$ cat src/rtl/chest_pkg.sv
// Shared constants and state encoding for the chest framework algorithm scheduler.
package chest_pkg;

    localparam int unsigned CHEST_ALGO_W    = 6;
    localparam int unsigned CHEST_NUM_ALGOS = 50;
    localparam int unsigned CHEST_NUM_WINGS = 6;

    typedef enum logic [2:0] {
        ST_IDLE       = 3'd0,
        ST_WARMUP     = 3'd1,
        ST_WAIT_READY = 3'd2,
        ST_GRANTED    = 3'd3,
        ST_RELEASE    = 3'd4
    } chest_state_e;

endpackage

$ cat src/rtl/chest_rr_arbiter.sv
// Combinational rotating-priority pick: first set req bit at or above ptr, with wrap.
module chest_rr_arbiter #(
    parameter int unsigned NUM_REQ = 4,
    parameter int unsigned IDX_W   = 2
) (
    input  logic [NUM_REQ-1:0] req,
    input  logic [IDX_W-1:0]   ptr,
    output logic [NUM_REQ-1:0] winner,
    output logic [IDX_W-1:0]   index
);

    int unsigned pos;
    logic        found;

    always_comb begin
        winner = '0;
        index  = '0;
        found  = 1'b0;
        pos    = 0;
        for (int unsigned k = 0; k < NUM_REQ; k++) begin
            pos = (32'(ptr) + k) % NUM_REQ;
            if (!found && req[IDX_W'(pos)]) begin
                found                = 1'b1;
                winner[IDX_W'(pos)]  = 1'b1;
                index                = IDX_W'(pos);
            end
        end
    end

endmodule

$ cat src/rtl/chest_algo_scheduler.sv
// Round-robin scheduler sharing the chest algorithm engine among NUM_REQ requesters.
// Optional CHEST_WARM_RETAIN_EN keeps the wings warm across same-id grants.
module chest_algo_scheduler
    import chest_pkg::*;
#(
    parameter int unsigned NUM_REQ       = 4,
    parameter int unsigned ALGO_W        = CHEST_ALGO_W,
    parameter int unsigned NUM_ALGOS     = CHEST_NUM_ALGOS,
    parameter int unsigned NUM_WINGS     = CHEST_NUM_WINGS,
    parameter int unsigned READY_TIMEOUT = 16
) (
    input  logic                      clk,
    input  logic                      rst_n,
    input  logic [NUM_REQ-1:0]        req,
    input  logic [NUM_REQ*ALGO_W-1:0] req_algo,
    input  logic [NUM_REQ-1:0]        done,
    input  logic                      fw_ready,
    output logic [ALGO_W-1:0]         algo_select,
    output logic [NUM_WINGS-1:0]      wing_en,
    output logic [NUM_REQ-1:0]        grant,
    output logic [NUM_REQ-1:0]        reject,
    output logic                      timeout_err,
    output logic                      busy
);

    localparam int unsigned IDX_W = (NUM_REQ > 1) ? $clog2(NUM_REQ) : 1;
    localparam int unsigned CNT_W = (READY_TIMEOUT > 1) ? $clog2(READY_TIMEOUT) : 1;
    localparam logic [NUM_WINGS-1:0] WING_ALL = '1;
    localparam logic [NUM_WINGS-1:0] WING_ONE = NUM_WINGS'(1);

    chest_state_e         state_q, state_d;
    logic [IDX_W-1:0]     ptr_q, ptr_d, idx_q, idx_d;
    logic [NUM_REQ-1:0]   sel_q, sel_d;
    logic [CNT_W-1:0]     cnt_q, cnt_d;
    logic [ALGO_W-1:0]    algo_d;
    logic [NUM_WINGS-1:0] wing_d;
    logic [NUM_REQ-1:0]   grant_d, reject_d;
    logic                 terr_d, busy_d;
    logic [NUM_REQ-1:0]   win_oh;
    logic [IDX_W-1:0]     win_idx;
    logic [ALGO_W-1:0]    win_algo;
`ifdef CHEST_WARM_RETAIN_EN
    logic [4:0]           idle_cnt_q, idle_cnt_d;
`endif

    function automatic logic [IDX_W-1:0] ptr_inc(input logic [IDX_W-1:0] i);
        return (i == IDX_W'(NUM_REQ - 1)) ? '0 : i + IDX_W'(1);
    endfunction

    chest_rr_arbiter #(.NUM_REQ(NUM_REQ), .IDX_W(IDX_W)) u_arb (
        .req    (req),
        .ptr    (ptr_q),
        .winner (win_oh),
        .index  (win_idx)
    );

    assign win_algo = req_algo[win_idx*ALGO_W +: ALGO_W];

    // Next-state and next-output logic.
    always_comb begin
        state_d  = state_q;
        ptr_d    = ptr_q;
        idx_d    = idx_q;
        sel_d    = sel_q;
        cnt_d    = cnt_q;
        algo_d   = algo_select;
        wing_d   = wing_en;
        grant_d  = grant;
        reject_d = '0;
        terr_d   = 1'b0;
`ifdef CHEST_WARM_RETAIN_EN
        idle_cnt_d = '0;
`endif
        unique case (state_q)
            ST_IDLE: begin
                if (|req) begin
                    idx_d = win_idx;
                    sel_d = win_oh;
                    if (32'(win_algo) >= NUM_ALGOS) begin
                        reject_d = win_oh;
                        ptr_d    = ptr_inc(win_idx);
`ifdef CHEST_WARM_RETAIN_EN
                    end else if (wing_en == WING_ALL && win_algo == algo_select) begin
                        cnt_d   = '0;
                        state_d = ST_WAIT_READY;
                    end else if (wing_en != '0) begin
                        // Different id: drop the wings for a cycle, then re-arbitrate cold.
                        wing_d = '0;
                        algo_d = '0;
`endif
                    end else begin
                        algo_d  = win_algo;
                        wing_d  = WING_ONE;
                        state_d = ST_WARMUP;
                    end
                end
`ifdef CHEST_WARM_RETAIN_EN
                else if (wing_en != '0) begin
                    if (idle_cnt_q == 5'd31) begin
                        wing_d = '0;
                        algo_d = '0;
                    end else begin
                        idle_cnt_d = idle_cnt_q + 5'd1;
                    end
                end
`endif
            end
            ST_WARMUP: begin
                if (wing_en == WING_ALL) begin
                    cnt_d   = '0;
                    state_d = ST_WAIT_READY;
                end else begin
                    wing_d = {wing_en[NUM_WINGS-2:0], 1'b1};
                end
            end
            ST_WAIT_READY: begin
                if (fw_ready) begin
                    grant_d = sel_q;
                    state_d = ST_GRANTED;
                end else if (cnt_q == CNT_W'(READY_TIMEOUT - 1)) begin
                    terr_d   = 1'b1;
                    reject_d = sel_q;
                    state_d  = ST_RELEASE;
                end else begin
                    cnt_d = cnt_q + CNT_W'(1);
                end
            end
            ST_GRANTED: begin
                // done beats a simultaneous ready loss.
                if (done[idx_q] || !req[idx_q]) begin
                    grant_d = '0;
                    state_d = ST_RELEASE;
                end else if (!fw_ready) begin
                    grant_d = '0;
                    terr_d  = 1'b1;
                    state_d = ST_RELEASE;
                end
            end
            ST_RELEASE: begin
`ifndef CHEST_WARM_RETAIN_EN
                wing_d = '0;
                algo_d = '0;
`endif
                ptr_d   = ptr_inc(idx_q);
                state_d = ST_IDLE;
            end
            default: state_d = ST_IDLE;
        endcase
        busy_d = (state_d != ST_IDLE);
    end

    // State and registered outputs.
    always_ff @(posedge clk or negedge rst_n) begin
        if (!rst_n) begin
            state_q     <= ST_IDLE;
            ptr_q       <= '0;
            idx_q       <= '0;
            sel_q       <= '0;
            cnt_q       <= '0;
            algo_select <= '0;
            wing_en     <= '0;
            grant       <= '0;
            reject      <= '0;
            timeout_err <= 1'b0;
            busy        <= 1'b0;
`ifdef CHEST_WARM_RETAIN_EN
            idle_cnt_q  <= '0;
`endif
        end else begin
            state_q     <= state_d;
            ptr_q       <= ptr_d;
            idx_q       <= idx_d;
            sel_q       <= sel_d;
            cnt_q       <= cnt_d;
            algo_select <= algo_d;
            wing_en     <= wing_d;
            grant       <= grant_d;
            reject      <= reject_d;
            timeout_err <= terr_d;
            busy        <= busy_d;
`ifdef CHEST_WARM_RETAIN_EN
            idle_cnt_q  <= idle_cnt_d;
`endif
        end
    end

endmodule

$ cat config.mk
export PLATFORM = sky130hd
export DESIGN_NAME = chest_algo_scheduler
export DESIGN_NICKNAME = d
export VERILOG_FILES = /design/src/rtl/chest_pkg.sv /design/src/rtl/chest_rr_arbiter.sv /design/src/rtl/chest_algo_scheduler.sv
export SDC_FILE = /design/constraint.sdc
export NUM_CORES = 1
export LEC_CHECK = 0
export ABC_AREA = 1
export ABC_CLOCK_PERIOD_IN_PS = 2500
export CORE_ASPECT_RATIO = 0.6
export CORE_UTILIZATION = 45
export CTS_CLUSTER_SIZE = 30
export DETAILED_ROUTE_END_ITERATION = 8
export GPL_TIMING_DRIVEN = 0
export PLACE_DENSITY_LB_ADDON = 0.2
export SYNTH_ARGS = -nofsm -noshare
export SYNTH_HDL_FRONTEND = slang
export SYNTH_SLANG_ARGS = --single-unit
$ cat constraint.sdc
create_clock -name clk -period 2.5 [get_ports clk]
set_input_delay 0.5 -clock clk [delete_from_list [all_inputs] [get_ports clk]]
set_output_delay 0.5 -clock clk [all_outputs]
set_load 0.01 [all_outputs]
; Word-level counts from Yosys, hierarchy flattened
; Cells that the tools add are included.
[classes]
add_sub_neg = 6
n_mul = 1
div_mod_pow = 0
order_cmp = 10
eq_ne = 17
n_shift = 1
muxes = 69
bitwise = 3
reduce_logical = 25
[ops]
columns = op, count
row1 = 2-to-1 mux 4 bit, 14
row2 = 2-to-1 mux 6 bit, 5
row3 = case mux 4 bit (2 select lines), 3
row4 = variable part select 24 x 6 -> 6 bit, 1
row5 = 2-to-1 mux 3 bit, 7
row6 = case mux 6 bit (3 select lines), 1
row7 = 2-to-1 mux 1 bit, 17
row8 = 2-to-1 mux 2 bit, 8
row9 = inequality test 2 bit (second input constant), 8
row10 = less-than comparator 2 x 3 -> 1 bit (second input constant), 5
row11 = binary-select mux 1 bit (select 2 bit), 6
row12 = bitwise OR 4 bit, 3
row13 = case mux 3 bit (4 select lines), 1
row14 = case mux 6 bit (2 select lines), 1
row15 = AND reduction 3 bit, 3
row16 = demux 1 bit (select 2 bit), 4
row17 = greater-or-equal comparator 2 x 1 -> 1 bit (second input constant), 4
row18 = AND reduction 4 bit, 2
row19 = logical AND 1 bit, 7
row20 = adder 2 x 1 -> 2 bit (second input constant), 3
row21 = equality test 3 x 2 -> 1 bit (second input constant), 2
row22 = equality test 6 bit (second input constant), 1
row23 = greater-or-equal comparator 6 bit (second input constant), 1
row24 = nonzero test 2 bit, 3
row25 = other kinds (16), 22
[totals]
register_bits = 37
latchBits = 0
ramBits = 0
romBits = 0
in_bits = 35
out_inout_bits = 22
wordCells = 143
n_memories = 0

; Depth between registers and ports, before layout
[logic_depth]
word_depth = 19
mapped_depth = 22
depth_no_buf = 20

; By module
; Synthesis repeated with hierarchy kept, for this count alone.
[hier_totals]
hier_cells = 345
area_unflattened_um2 = 2577.5
[by_module_without_submodules]
columns = mod, n_inst, cells_per_inst, area_each_um2, seq_area_each_um2
row1 = chest_algo_scheduler, 1, 263, 2062.0, 925.9
row2 = chest_rr_arbiter, 1, 82, 515.5, 0.0

; Least setup slack after synthesis
; Ideal clock, no wire load.
[synth_path]
path_kind = register to register
startpoint = reg ptr_q[0]
endpoint = reg algo_select[0]
setup_time_ps = 118
t_arrival_ps = 2385
required_time_ps = 2382
setup_slack_ps = -2
path_stages_with_launch = 23
n_path_buf = 2
period_less_slack_ps = 2502
cell_sequence = dfrtp_1 buf_6 inv_8 ha_1 inv_1 nand3_2 nand2_4 inv_2 nor2_4 nand2_1 nand2_2 nand2_4 buf_6 nand2_1 nand3_1 nand2_1 nand3_2 nand2_4 nand2_4 nand2_4 nand2_4 nand2_1 nand2_1
[synth_between]
elab_chain_len = 17
word_cells_on_any_way = 32
cone_classes = add/sub: 3 / mul: 1 / order compare: 1 / eq/ne: 1 / shift: 1 / mux: 18 / reduce/logical: 7
[synth_rtl]
columns = item, line_no
row1 = from (decl), chest_algo_scheduler.sv:32  ; logic [IDX_W-1:0] ptr_q, ptr_d, idx_q, idx_d;
row2 = from (signal assigned), chest_algo_scheduler.sv:171  ; ptr_q <= ptr_d;
row3 = "parallel branches: the longest is 11 deep, another holds adder 2 x 1 -> 2 bit", --
row4 = 2-to-1 mux 2 bit (*), chest_rr_arbiter.sv:22  ; if (!found && req[IDX_W'(pos)]) begin
row5 = multiplier 2 x 2 -> 4 bit (*), chest_algo_scheduler.sv:57  ; assign win_algo = req_algo[win_idx*ALGO_W +: ALGO_W];
row6 = variable part select 24 x 6 -> 6 bit (*), chest_algo_scheduler.sv:57
row7 = greater-or-equal comparator 6 bit or 2-to-1 mux 6 bit (tied branches), chest_algo_scheduler.sv:79  ; if (32'(win_algo) >= NUM_ALGOS) begin
row8 = inequality test 2 bit (no source line) or 2-to-1 mux 6 bit (tied branches), --
row9 = AND reduction 3 bit (no source line) or case mux 6 bit (2 select lines) (tied branches), --
row10 = to (signal assigned), chest_algo_scheduler.sv:175  ; algo_select <= algo_d;
row11 = to (decl), chest_algo_scheduler.sv:18  ; output logic [ALGO_W-1:0] algo_select,
; Every way passes the cells marked *. The select of a mux whose other input is x is not followed.
; A chain may end at the register's enable or synchronous reset.

; Final worst setup path
[layout_path]
startpoint = reg ptr_q[0]
endpoint = reg algo_select[4]
; The elaborated chain is that of the path after synthesis.

==> results_dict.tcl <==
set metrics [dict create \
    status "complete, but fails checks" \
    violated_checks "negative setup slack" \
    die_h_um 58.8 \
    vias_per_cell 5.13 \
    critical_setup_path_kind "reg -> reg" \
    ant_nets 0 \
    critical_path.slowest_cell "dfrtp_1" \
    globalRouteMet2Util_pct 35.7 \
    worst_path_dominant_cell_family "simple AND/OR/NAND/NOR gates" \
    fp.dieArea_mm2 0.00568 \
    clk_root_buffer_cell "clkbuf_8" \
    timing.clock.skew_ns 0.00789 \
    global_route.overflow_total 0 \
    max-slew-margin-rel_pct 45.9 \
    slew_violations 0 \
    detailed_place.area_mm2 0.00307 \
    num_rows 20 \
    met1_usage_pct 32.5 \
    timing.critical_path.buf_inv 5 \
    finalWirelength_um 6220 \
    cp_max_fo 7 \
    synth-warning-count 0 \
    final_cell_count_no_fill 475 \
    post-route-min-period_ns 2.56 \
    cts_sinks 37 \
    antenna_found_initial 0 \
    ys.flop_type "dfrtp_1" \
    register_area_um2 927 \
    area_growth_syn_to_fin_pct 43.3 \
    power.static_leakage_nw 1.65 \
    synth_fp_nets 370 \
    tritoncts "built" \
    detail_route.first_pass.iterations 4 \
    worstMarginPinSlew_ns 0.811 \
    core_area_mm2 0.00510 \
    ioPinCount 57 \
    clk_pin_slew_worst_paths_ns 0.08 \
    synth-edff-count 0 \
    worstPathArrival_ns 2.73 \
    yosysUniqueCellTypes 29 \
    fmaxAchievable_mhz 391 \
    maxCapViolations 0 \
    syn_inst 329 \
    setup_slack_ns -0.0576 \
    gr-usage-all-layers_pct 23.2 \
    hp-class "in -> async" \
    clock_insertion_delay_worst_skew_ns 0.29 \
    synthesis.area_mm2 0.00242 \
    final_nets 449 \
    critical_path_cell_by_cell "buf_6, inv_8, ha_4, inv_4, nand3_4, nand2_4, inv_4, nor2_4, nand2_2, nand2_4, nand2_4, buf_6, nand2_2, nand3_2, nand2_2, nand3_2, nand2_4, nand2_4, nand2_8, nand2_8, nand2_1, nand2_1" \
    postLayoutCellArea_mm2 0.00347 \
    post_drt_wl_per_cell_um 13.1 \
    multi_input_comb_area_mm2 0.00147 \
    critPathMaxStageDelay_ns 0.39 \
    die_x_um 96.6 \
    first_pass_grt_wire_length_um 10500 \
    ys_async_sr_fraction_pct 100 \
    crit_path_end_kind "flop" \
    finalSetupViolations 6 \
    grt_max_degree 38 \
    synth-seq-area-share_pct 38.3 \
    drt_drc_violations_left 0 \
    powerDensity_mw_per_mm2 1600 \
    worst_setup_path_start_kind "flop" \
    grt_busiest_layer "met2" \
    htree_num_levels 2 \
    unrepaired_setup_endpoints_after_global_routing "true" \
    antennaDiodeCount 0 \
    grt_pass1_vias 2304 \
    placed_cells 451 \
    final_cycle_share_pct 102 \
    vdd.ir_drop.worst_uv 1000 \
    cts_max_path_buffers 2 \
    dr_total_vias 2438 \
    data_required_time_at_the_worst_endpoint_ns 2.67 \
    detailed_placer_s_ending_hpwl_um 4500 \
    drt_iter0_drc 117 \
    initial_core_util_pct 47.4 \
    share_of_final_layout_standard_cells_stronger_than_drive_strength_1_pct 22.2 \
    crit_path_frequent_cell "nand2_4" \
    place.gp.congestion 0.815 \
    io_buffer_count 56 \
    gr-usage-met3_pct 5.94 \
    nFillCells 407 \
    hold_violations 0 \
    ffs_latches_synth 37 \
    cts_inserted_buffers 5 \
    syn-mean-instance-area_um2 7.35 \
]
-- synth_stat cells, types with 4 or more instances --
cell,instances,share of area (%)
inv_1,38,5.9
ha_1,6,3.1
nand2_4,10,4.7
nand2_2,5,1.3
inv_2,4,0.62
o22ai_1,10,2.6
dfrtp_1,37,38
nand2_1,97,15
nand3_1,42,8.7
a21oi_1,12,2.5
nor3_1,7,1.4
o21ai_0,12,2.5
nand3_2,4,1.7
nor2_1,20,3.1
-- sequential cells by signal, indices dropped and copies added (netlist names) --
name         cells
cnt_q            4
reject           4
wing_en          6
ptr_q            2
state_q          3
timeout_err      1
sel_q            4
algo_select      6
idx_q            2
grant            4
busy             1
-- kinds of logic (layout without fill, tap and decap cells) --
family,Yosys count,in the layout,share of synthesized area (%)
AOI/OAI and AO/OA,44,44,10.6
adders and majority gates,6,6,3.10
buffers and inverters,48,128,8.85
DFF,37,37,38.3
and+or+nand+nor,194,194,39.2
-- final timing paths --
path                                   to            from  slack, ns  cells past startpoint
setup / recovery           algo_select[4]        ptr_q[0]      -0.06                     22
hold / removal                   grant[3]           rst_n       0.30                      1
setup reg to reg           algo_select[4]        ptr_q[0]      -0.06                     22
hold reg to reg            algo_select[4]  algo_select[4]       0.49                      2
max in group asynchronous        ptr_q[1]           rst_n       1.63                      1
min in group clk           algo_select[4]  algo_select[4]       0.49                      2
-- cells in the final DEF (no fill, tap or decap), drive strengths merged, types with 11 or more instances in the layout --
cell type / netlist / routed
o21ai: 14 / 14
nand3: 46 / 46
dfrtp: 37 / 37
clkdlybuf4s50: 0 / 51
nand2: 112 / 112
a21oi: 12 / 12
nor2: 23 / 23
inv: 43 / 43
o22ai: 11 / 11
buf: 4 / 21
-- report_power, final --
part	leakage, nW	internal (mW)	switching, mW	total (mW)
Combinational	1.14	1.78	2.37	4.15
Clock	0.0450	0.193	0.210	0.403
Sequential	0.469	0.822	0.169	0.991
Total	1.65	2.79	2.75	5.54
-- per-layer routing --
metal / routed length (µm) / share of wire (%) / vias up
met1: 3090 / 50 / 1112
met2: 2680 / 43 / 73
li1: - / - / 1246
met5: 0 / 0 / -
met3: 388 / 6.2 / 7
met4: 62 / 1.0 / 0
-- stage by stage --
| stage | setup TNS, ns | util (%) | setup WS, ns | power (mW) | hold WS, ns |
|---|---|---|---|---|---|
| floorplan | 0 | - | 0.0648 | 3.28 | 0.204 |
| global placement | -7.42 | 60.2 | -0.447 | 4.04 | 0.468 |
| detailed placement | -8.37 | 60.1 | -0.497 | 4.12 | 0.465 |
| CTS | -0.260 | 65.2 | -0.0571 | 5.13 | 0.326 |
| global route | -2.61 | 67.9 | -0.209 | 6.02 | 0.352 |
| finish | -0.297 | 67.9 | -0.0576 | 5.54 | 0.299 |
-- timing repair --
action	in CTS	in global routing
buffers inserted	13	3
hold buffers	0	0
endpoints found under the setup margin	20	20
pin swaps	13	20
gates resized for setup	27	25
-- final cells by class --
type | instances | area share [%]
multi-input cells | 244 | 42.3
inverters | 43 | 5.16
flip-flops and latches | 37 | 26.8
repair buffers | 72 | 19.6
clock inverters | 2 | 0.289
plain buffers | 5 | 1.41
well taps | 66 | 2.38
clock buffers | 6 | 2.09
(Power assumes the default switching activity.)
